--- src/rtl/irrigation_zone_scheduler_if.sv ---
// irrigation_zone_scheduler_if: sensor/enable inputs and pump/valve/status outputs of the zone scheduler
interface irrigation_zone_scheduler_if #(
  parameter int NUM_ZONES = 4
);
  localparam int ZW = $clog2(NUM_ZONES);
  logic [4*NUM_ZONES-1:0] sensor;
  logic [NUM_ZONES-1:0]   enable;
  logic [NUM_ZONES-1:0]   valve;
  logic                   pump;
  logic                   busy;
  logic [ZW-1:0]          active_zone;
  logic [NUM_ZONES-1:0]   timeout;
  modport master (output sensor, enable, input valve, pump, busy, active_zone, timeout);
  modport slave  (input sensor, enable, output valve, pump, busy, active_zone, timeout);
endinterface

--- src/rtl/irrigation_zone_scheduler.sv ---
// irrigation_zone_scheduler: round-robin sharing of one pump among dry zones with settle/rest sequencing
module irrigation_zone_scheduler #(
  parameter int         NUM_ZONES = 4,
  parameter logic [3:0] THRESHOLD = 4'd4,
  parameter logic [3:0] HYST      = 4'd2,
  parameter int         SETTLE    = 3,
  parameter int         MAX_ON    = 20,
  parameter int         REST      = 20
) (
  input logic                     clk,
  input logic                     reset,
  irrigation_zone_scheduler_if.slave bus
);
  localparam int         ZW        = $clog2(NUM_ZONES);
  localparam logic [7:0] SETTLE_M1 = 8'(SETTLE - 1);
  localparam logic [7:0] MAX_M1    = 8'(MAX_ON - 1);
  localparam logic [7:0] REST_M1   = 8'(REST - 1);
  localparam logic [4:0] STOP_LVL  = 5'(THRESHOLD) + 5'(HYST);
  typedef enum logic [2:0] {
    S_IDLE   = 3'd0,
    S_SETTLE = 3'd1,
    S_PUMP   = 3'd2,
    S_DRAIN  = 3'd3,
    S_REST   = 3'd4
  } state_t;
  state_t               r_state, w_state;
  logic [7:0]           r_cnt, w_cnt;
  logic [NUM_ZONES-1:0] r_valve, w_valve, r_timeout, w_timeout, w_req;
  logic                 r_pump, w_pump, r_busy, w_busy;
  logic [ZW-1:0]        r_zone, w_zone, r_ptr, w_ptr, w_gnt;
  logic                 w_any, w_en_g;
  logic [3:0]           w_sens_g;
  genvar i;
  for (i = 0; i < NUM_ZONES; i++) begin : g_req
    assign w_req[i] = bus.enable[i] && (bus.sensor[4*i +: 4] < THRESHOLD);
  end
  assign w_sens_g = bus.sensor[4*r_zone +: 4];
  assign w_en_g   = bus.enable[r_zone];
  // round-robin pick: scanning from farthest to nearest leaves the first requester after the pointer
  always_comb begin
    w_any = 1'b0;
    w_gnt = r_ptr;
    for (int k = NUM_ZONES; k >= 1; k--) begin
      if (w_req[(int'(r_ptr) + k) % NUM_ZONES]) begin
        w_any = 1'b1;
        w_gnt = ZW'((int'(r_ptr) + k) % NUM_ZONES);
      end
    end
  end
  // watering sequence: next state and next registered outputs
  always_comb begin
    w_state   = r_state;
    w_cnt     = r_cnt;
    w_valve   = r_valve;
    w_pump    = r_pump;
    w_busy    = r_busy;
    w_zone    = r_zone;
    w_ptr     = r_ptr;
    w_timeout = r_timeout;
    case (r_state)
      S_IDLE: if (w_any) begin
        w_state = S_SETTLE;
        w_valve = NUM_ZONES'(1) << w_gnt;
        w_zone  = w_gnt;
        w_ptr   = w_gnt;
        w_busy  = 1'b1;
        w_cnt   = SETTLE_M1;
      end
      S_SETTLE: if (!w_en_g) begin
        w_state = S_REST;
        w_valve = '0;
        w_cnt   = REST_M1;
      end else if (r_cnt == 8'd0) begin
        w_state = S_PUMP;
        w_pump  = 1'b1;
        w_cnt   = MAX_M1;
      end else begin
        w_cnt = r_cnt - 8'd1;
      end
      S_PUMP: if (!w_en_g || {1'b0, w_sens_g} >= STOP_LVL || r_cnt == 8'd0) begin
        w_state = S_DRAIN;
        w_pump  = 1'b0;
        w_cnt   = SETTLE_M1;
        if (w_en_g && {1'b0, w_sens_g} < STOP_LVL) w_timeout[r_zone] = 1'b1;
      end else begin
        w_cnt = r_cnt - 8'd1;
      end
      S_DRAIN: if (r_cnt == 8'd0) begin
        w_state = S_REST;
        w_valve = '0;
        w_cnt   = REST_M1;
      end else begin
        w_cnt = r_cnt - 8'd1;
      end
      S_REST: if (r_cnt == 8'd0) begin
        w_state = S_IDLE;
        w_busy  = 1'b0;
      end else begin
        w_cnt = r_cnt - 8'd1;
      end
      default: begin
        w_state   = S_IDLE;
        w_cnt     = '0;
        w_valve   = '0;
        w_pump    = 1'b0;
        w_busy    = 1'b0;
        w_zone    = '0;
        w_timeout = '0;
      end
    endcase
  end
  // state register; async reset drops pump and valves without waiting for a clock
  always_ff @(posedge clk or posedge reset) begin
    if (reset) begin
      r_state   <= S_IDLE;
      r_cnt     <= '0;
      r_valve   <= '0;
      r_pump    <= 1'b0;
      r_busy    <= 1'b0;
      r_zone    <= '0;
      r_ptr     <= ZW'(NUM_ZONES - 1);
      r_timeout <= '0;
    end else begin
      r_state   <= w_state;
      r_cnt     <= w_cnt;
      r_valve   <= w_valve;
      r_pump    <= w_pump;
      r_busy    <= w_busy;
      r_zone    <= w_zone;
      r_ptr     <= w_ptr;
      r_timeout <= w_timeout;
    end
  end
  assign bus.valve       = r_valve;
  assign bus.pump        = r_pump;
  assign bus.busy        = r_busy;
  assign bus.active_zone = r_zone;
  assign bus.timeout     = r_timeout;
endmodule

--- src/flat_wrapper.sv ---
// flat-port wrapper written by rule: the top's interface ports become plain ports
module irrigation_zone_scheduler_flat 
#(
  parameter int         NUM_ZONES = 4,
  parameter logic [3:0] THRESHOLD = 4'd4,
  parameter logic [3:0] HYST      = 4'd2,
  parameter int         SETTLE    = 3,
  parameter int         MAX_ON    = 20,
  parameter int         REST      = 20
)
  (clk, reset, bus_sensor, bus_enable, bus_valve, bus_pump, bus_busy, bus_active_zone, bus_timeout);
  irrigation_zone_scheduler_if #(.NUM_ZONES(NUM_ZONES)) bus_i ();
  input logic clk;
  input logic reset;
  input wire logic [$bits(bus_i.sensor)-1:0] bus_sensor;
  input wire logic [$bits(bus_i.enable)-1:0] bus_enable;
  output wire logic [$bits(bus_i.valve)-1:0] bus_valve;
  output wire logic [$bits(bus_i.pump)-1:0] bus_pump;
  output wire logic [$bits(bus_i.busy)-1:0] bus_busy;
  output wire logic [$bits(bus_i.active_zone)-1:0] bus_active_zone;
  output wire logic [$bits(bus_i.timeout)-1:0] bus_timeout;
  assign bus_i.sensor = bus_sensor;
  assign bus_i.enable = bus_enable;
  assign bus_valve = bus_i.valve;
  assign bus_pump = bus_i.pump;
  assign bus_busy = bus_i.busy;
  assign bus_active_zone = bus_i.active_zone;
  assign bus_timeout = bus_i.timeout;
  irrigation_zone_scheduler #(.NUM_ZONES(NUM_ZONES), .THRESHOLD(THRESHOLD), .HYST(HYST), .SETTLE(SETTLE), .MAX_ON(MAX_ON), .REST(REST)) u_core (.clk(clk), .reset(reset), .bus(bus_i));
endmodule
--- config.mk ---
export PLATFORM = sky130hd
export DESIGN_NAME = irrigation_zone_scheduler_flat
export DESIGN_NICKNAME = d
export VERILOG_FILES = /design/src/rtl/irrigation_zone_scheduler_if.sv /design/src/rtl/irrigation_zone_scheduler.sv /design/src/flat_wrapper.sv
export SDC_FILE = /design/constraint.sdc
export NUM_CORES = 1
export LEC_CHECK = 0
export BUFFER_PORTS_ARGS = -buffer_cell sky130_fd_sc_hd__buf_2
export CAP_MARGIN = 10
export CORE_MARGIN = 2
export CORE_UTILIZATION = 50
export CTS_CLUSTER_DIAMETER = 30
export DETAILED_ROUTE_END_ITERATION = 8
export GPL_TIMING_DRIVEN = 0
export PLACE_DENSITY = 0.74
export RECOVER_POWER = 25
export REMOVE_ABC_BUFFERS = 1
export SYNTH_ARGS = -nofsm -noshare
export SYNTH_HDL_FRONTEND = slang
export SYNTH_SLANG_ARGS = --single-unit
--- constraint.sdc ---
create_clock -name clk -period 2.45 [get_ports clk]
set_input_delay 0.1225 -clock clk [delete_from_list [all_inputs] [get_ports clk]]
set_output_delay 0.1225 -clock clk [all_outputs]
set_load 0.005 [all_outputs]
==> impl_results.md <==
- Status: complete, but fails checks
- Failing checks: hold timing
- Leak pwr: 0.8057 nW
- Yosys warnings: 0
- Setup TNS: 0 ns
- Crit path cell chain: mux4_2 -> or3_4 -> a311oi_4 -> or3b_1 -> a21oi_1
- CP peak stage delay: 0.57 ns
- Die Area: 3530 um^2
- Worst setup margin: 0.1818 ns
- Post-synth cell types: 46
- Nature of the critical path startpoint: flip-flop
- Port bufs: 29
- Via-to-Cell Ratio: 6.061
- Post-Syn Area: 1535 um^2
- Max clock buf depth: 2
- Setup slack, reg-to-reg: 0.18 ns
- Min Tclk post-route: about 2.3 ns
- Fin crit share: 92.58%
- N_diodes: 0
- H-tree depth: 1
- Antenna Nets Post-Route: 0
- Met1 GRT Util: between 20 and 30%
- RSZ-0062 raised after global routing: no
- Synth Area per Inst: 8.978 um^2
- Clk_lat worst skew: 0.32 ns
- VDD IR-drop max: 498.6 uV
- Iter 0 DRT Violations: 76
- I/O Pins: 34
- CP required: ~2.7 ns
- CORE AREA: 2978 um^2
- Vias in the first global route: 1,311
- CTS tree: yes
- GR Layer Usage met3: 2.183%
- GR peak layer: met2
- GRT overflow: 0
- Slew Limit Fails: 0
- Post-synthesis sequential area ratio: 40.91%
- RD Place Congestion: 0.8254
- Total CTS buffers: 3
- Arrival @ worst endpoint: 2.47 ns
- Clock transition at the registers of the reported paths: around 0.13 ns
- CP max-delay cell: mux4_2
- Die height: 59.41 um
- DRC viols: 0
- Wire per inst: between 10 and 15 um
- Hold WC Path Type: in -> async
- Sink Count: 25
- Initial antenna violation count: 0
- Max-slew headroom: a little under two fifths
- Met2 GRT Util: a little under two fifths
- P&R area growth vs syn: 12.06%
- Worst-Margin Slew: 0.9420 ns
- Setup Fix Bufs, Post-CTS: 0
- Worst Path Max Fanout: 9
- Hpwl dp: 2618 um
- Max Clock Skew: 0.003743 ns
- Total power draw: between 2 and 2.5 mW
- First-pass DRT Iterations: 4
- Fmax: 0.4409 GHz
- PD cells: 1180 nW/um^2
- Fin. Hold Viols: 22
- Initial Util: 51.55%
- Synth Instances: 171
- Routed WL: approximately 3400 um
- Max-cap viol count: 0
- Largest net degree at the start of global routing: 26
- Final count of negative-setup-slack endpoints: 0
- Pre-CTS WS: 0.08515 ns
- Top cell family by delay on the critical path: simple AND/OR/NAND/NOR gates
- Vias: 1,394
- First-pass GRT wire length: 5651 um
- Worst Path Buf+Inv: 0
- Crit. End Element: flip-flop
- CTS root buffer: clkbuf_4
- Critical path class: reg -> reg
- # rows: 20
- GRT Overall Usage: 20.78%
- Die X: 59.41 um
- Synth Register Bits: 25
- Hold slack: -0.005182 ns
- Nets@finish: 222
- Layout cells sized above 1: roughly a quarter
## routing by layer
layer	vias up	wire [um]
met1	671	1455
met5	-	0
met4	0	42
li1	679	-
met2	39	1716
met3	5	137
## what timing repair did
item	4_1_cts	5_1_grt
hold buffers	0	0
hold endpoints to repair	0	0
endpoints found under the setup margin	0	10
gates resized for setup	0	3
## placed cells by master, fill, tap and decap left out, types with 2 or more instances in the layout
cell type	synthesis	routed
dfstp_2	2	2
clkbuf_4	0	3
nand2_1	20	20
dfrtp_1	23	22
a22o_1	3	3
a21o_1	3	3
nand3_1	3	3
o22ai_1	3	3
ha_1	2	2
o21ai_0	7	7
a31o_2	2	2
a31oi_1	2	2
nor4_1	3	2
a21oi_1	11	11
o31ai_1	5	5
nand4_1	2	2
nor2_1	23	23
a32o_1	2	2
nor3_1	4	4
o221ai_1	2	2
nor3b_1	5	5
inv_1	8	8
or3_1	2	2
nor2b_1	3	3
buf_2	2	29
mux2i_1	3	3
mux4_2	2	2
## synthesized netlist by cell type (all sizes together)
cell type / number / area (um^2)
a31oi: 2 / 12.51
a311oi: 1 / 26.28
or3b: 1 / 8.760
a21o: 3 / 22.52
or3: 3 / 23.77
o221ai: 2 / 17.52
nand2b: 1 / 6.260
o21ai: 8 / 40.03
and2: 2 / 12.51
a2bb2oi: 1 / 8.760
a31o: 2 / 17.52
o22ai: 3 / 18.77
clkbuf: 4 / 15.01
xnor2: 1 / 8.760
dfrtp: 23 / 575.6
buf: 3 / 21.27
mux4: 2 / 45.04
nor3b: 5 / 37.54
a21boi: 2 / 18.77
inv: 8 / 30.03
o31ai: 5 / 37.54
ha: 2 / 25.02
a211oi: 1 / 7.510
nand3: 3 / 15.01
o21a: 1 / 7.510
o2bb2ai: 1 / 8.760
a22o: 4 / 36.29
o221a: 1 / 11.26
dfstp: 2 / 52.55
o311ai: 1 / 16.27
mux2i: 3 / 30.03
o21bai: 1 / 7.510
nor2b: 3 / 18.77
or2: 1 / 6.260
nand4: 2 / 12.51
nor4: 3 / 18.77
nand2: 20 / 75.07
a32o: 2 / 20.02
nor3: 4 / 20.02
nor2: 23 / 86.33
a21oi: 11 / 55.05
## cell type report
cell class	instances	area [um^2]
multi-input cells	131	848.3
clock buffers	4	26.28
inverters	8	30.03
repair buffers	29	145.1
well taps	33	41.29
flip-flops and latches	25	629.4
fillers	263	1257
## stage by stage
stage	cells	hold slack, ns	instance area [um^2]	utilization [%]
finish	230	-0.005182	1720	57.77
global placement	226	0.3678	1685	56.60
detailed placement	226	0.3978	1685	56.60
floorplan	164	0.1483	1499	-
CTS	230	0.03492	1712	57.48
global route	230	0.08777	1720	57.77
## flip-flops by register name (all words and copies together), names as in the netlist
register                cells
u_core.r_cnt                8
u_core.bus.busy             1
u_core.bus.pump             1
u_core.bus.timeout          4
u_core.bus.active_zone      2
u_core.bus.valve            4
u_core.r_ptr                2
u_core.r_state              3
## cells by family after synthesis
| logic type | Yosys count | share of synthesized area [%] |
|---|---|---|
| compound gates | 52 | 25.43 |
| mux | 5 | 4.890 |
| xor+xnor | 1 | 0.5706 |
| simple gates | 71 | 22.25 |
| flops | 25 | 40.91 |
| buf+inv | 15 | 4.319 |
| fa+ha+maj | 2 | 1.630 |
## final timing paths
| check | startpoint | endpoint | depth (start not counted) |
|---|---|---|---|
| max reg2reg | u_core.bus.active_zone[0] | u_core.r_state[0] | 5 |
| min | reset | u_core.r_cnt[2] | 2 |
| min reg2reg | u_core.bus.valve[3] | u_core.bus.valve[3] | 2 |
| max | u_core.bus.active_zone[0] | u_core.r_state[0] | 5 |
| max in group asynchronous | reset | u_core.bus.active_zone[0] | 2 |
| min in group clk | bus_sensor[2] | u_core.bus.valve[2] | 4 |
## power breakdown
| part | internal [mW] | switching [mW] | total, mW | leakage [nW] |
|---|---|---|---|---|
| Sequential | 0.574 | 0.205 | 0.779 | 0.323 |
| Clock | 0.0637 | 0.120 | 0.183 | 0.0150 |
| Combinational | 0.470 | 0.597 | 1.07 | 0.468 |
| Total | 1.11 | 0.922 | 2.03 | 0.806 |
No activity file was read; power rests on OpenSTA's default activity.
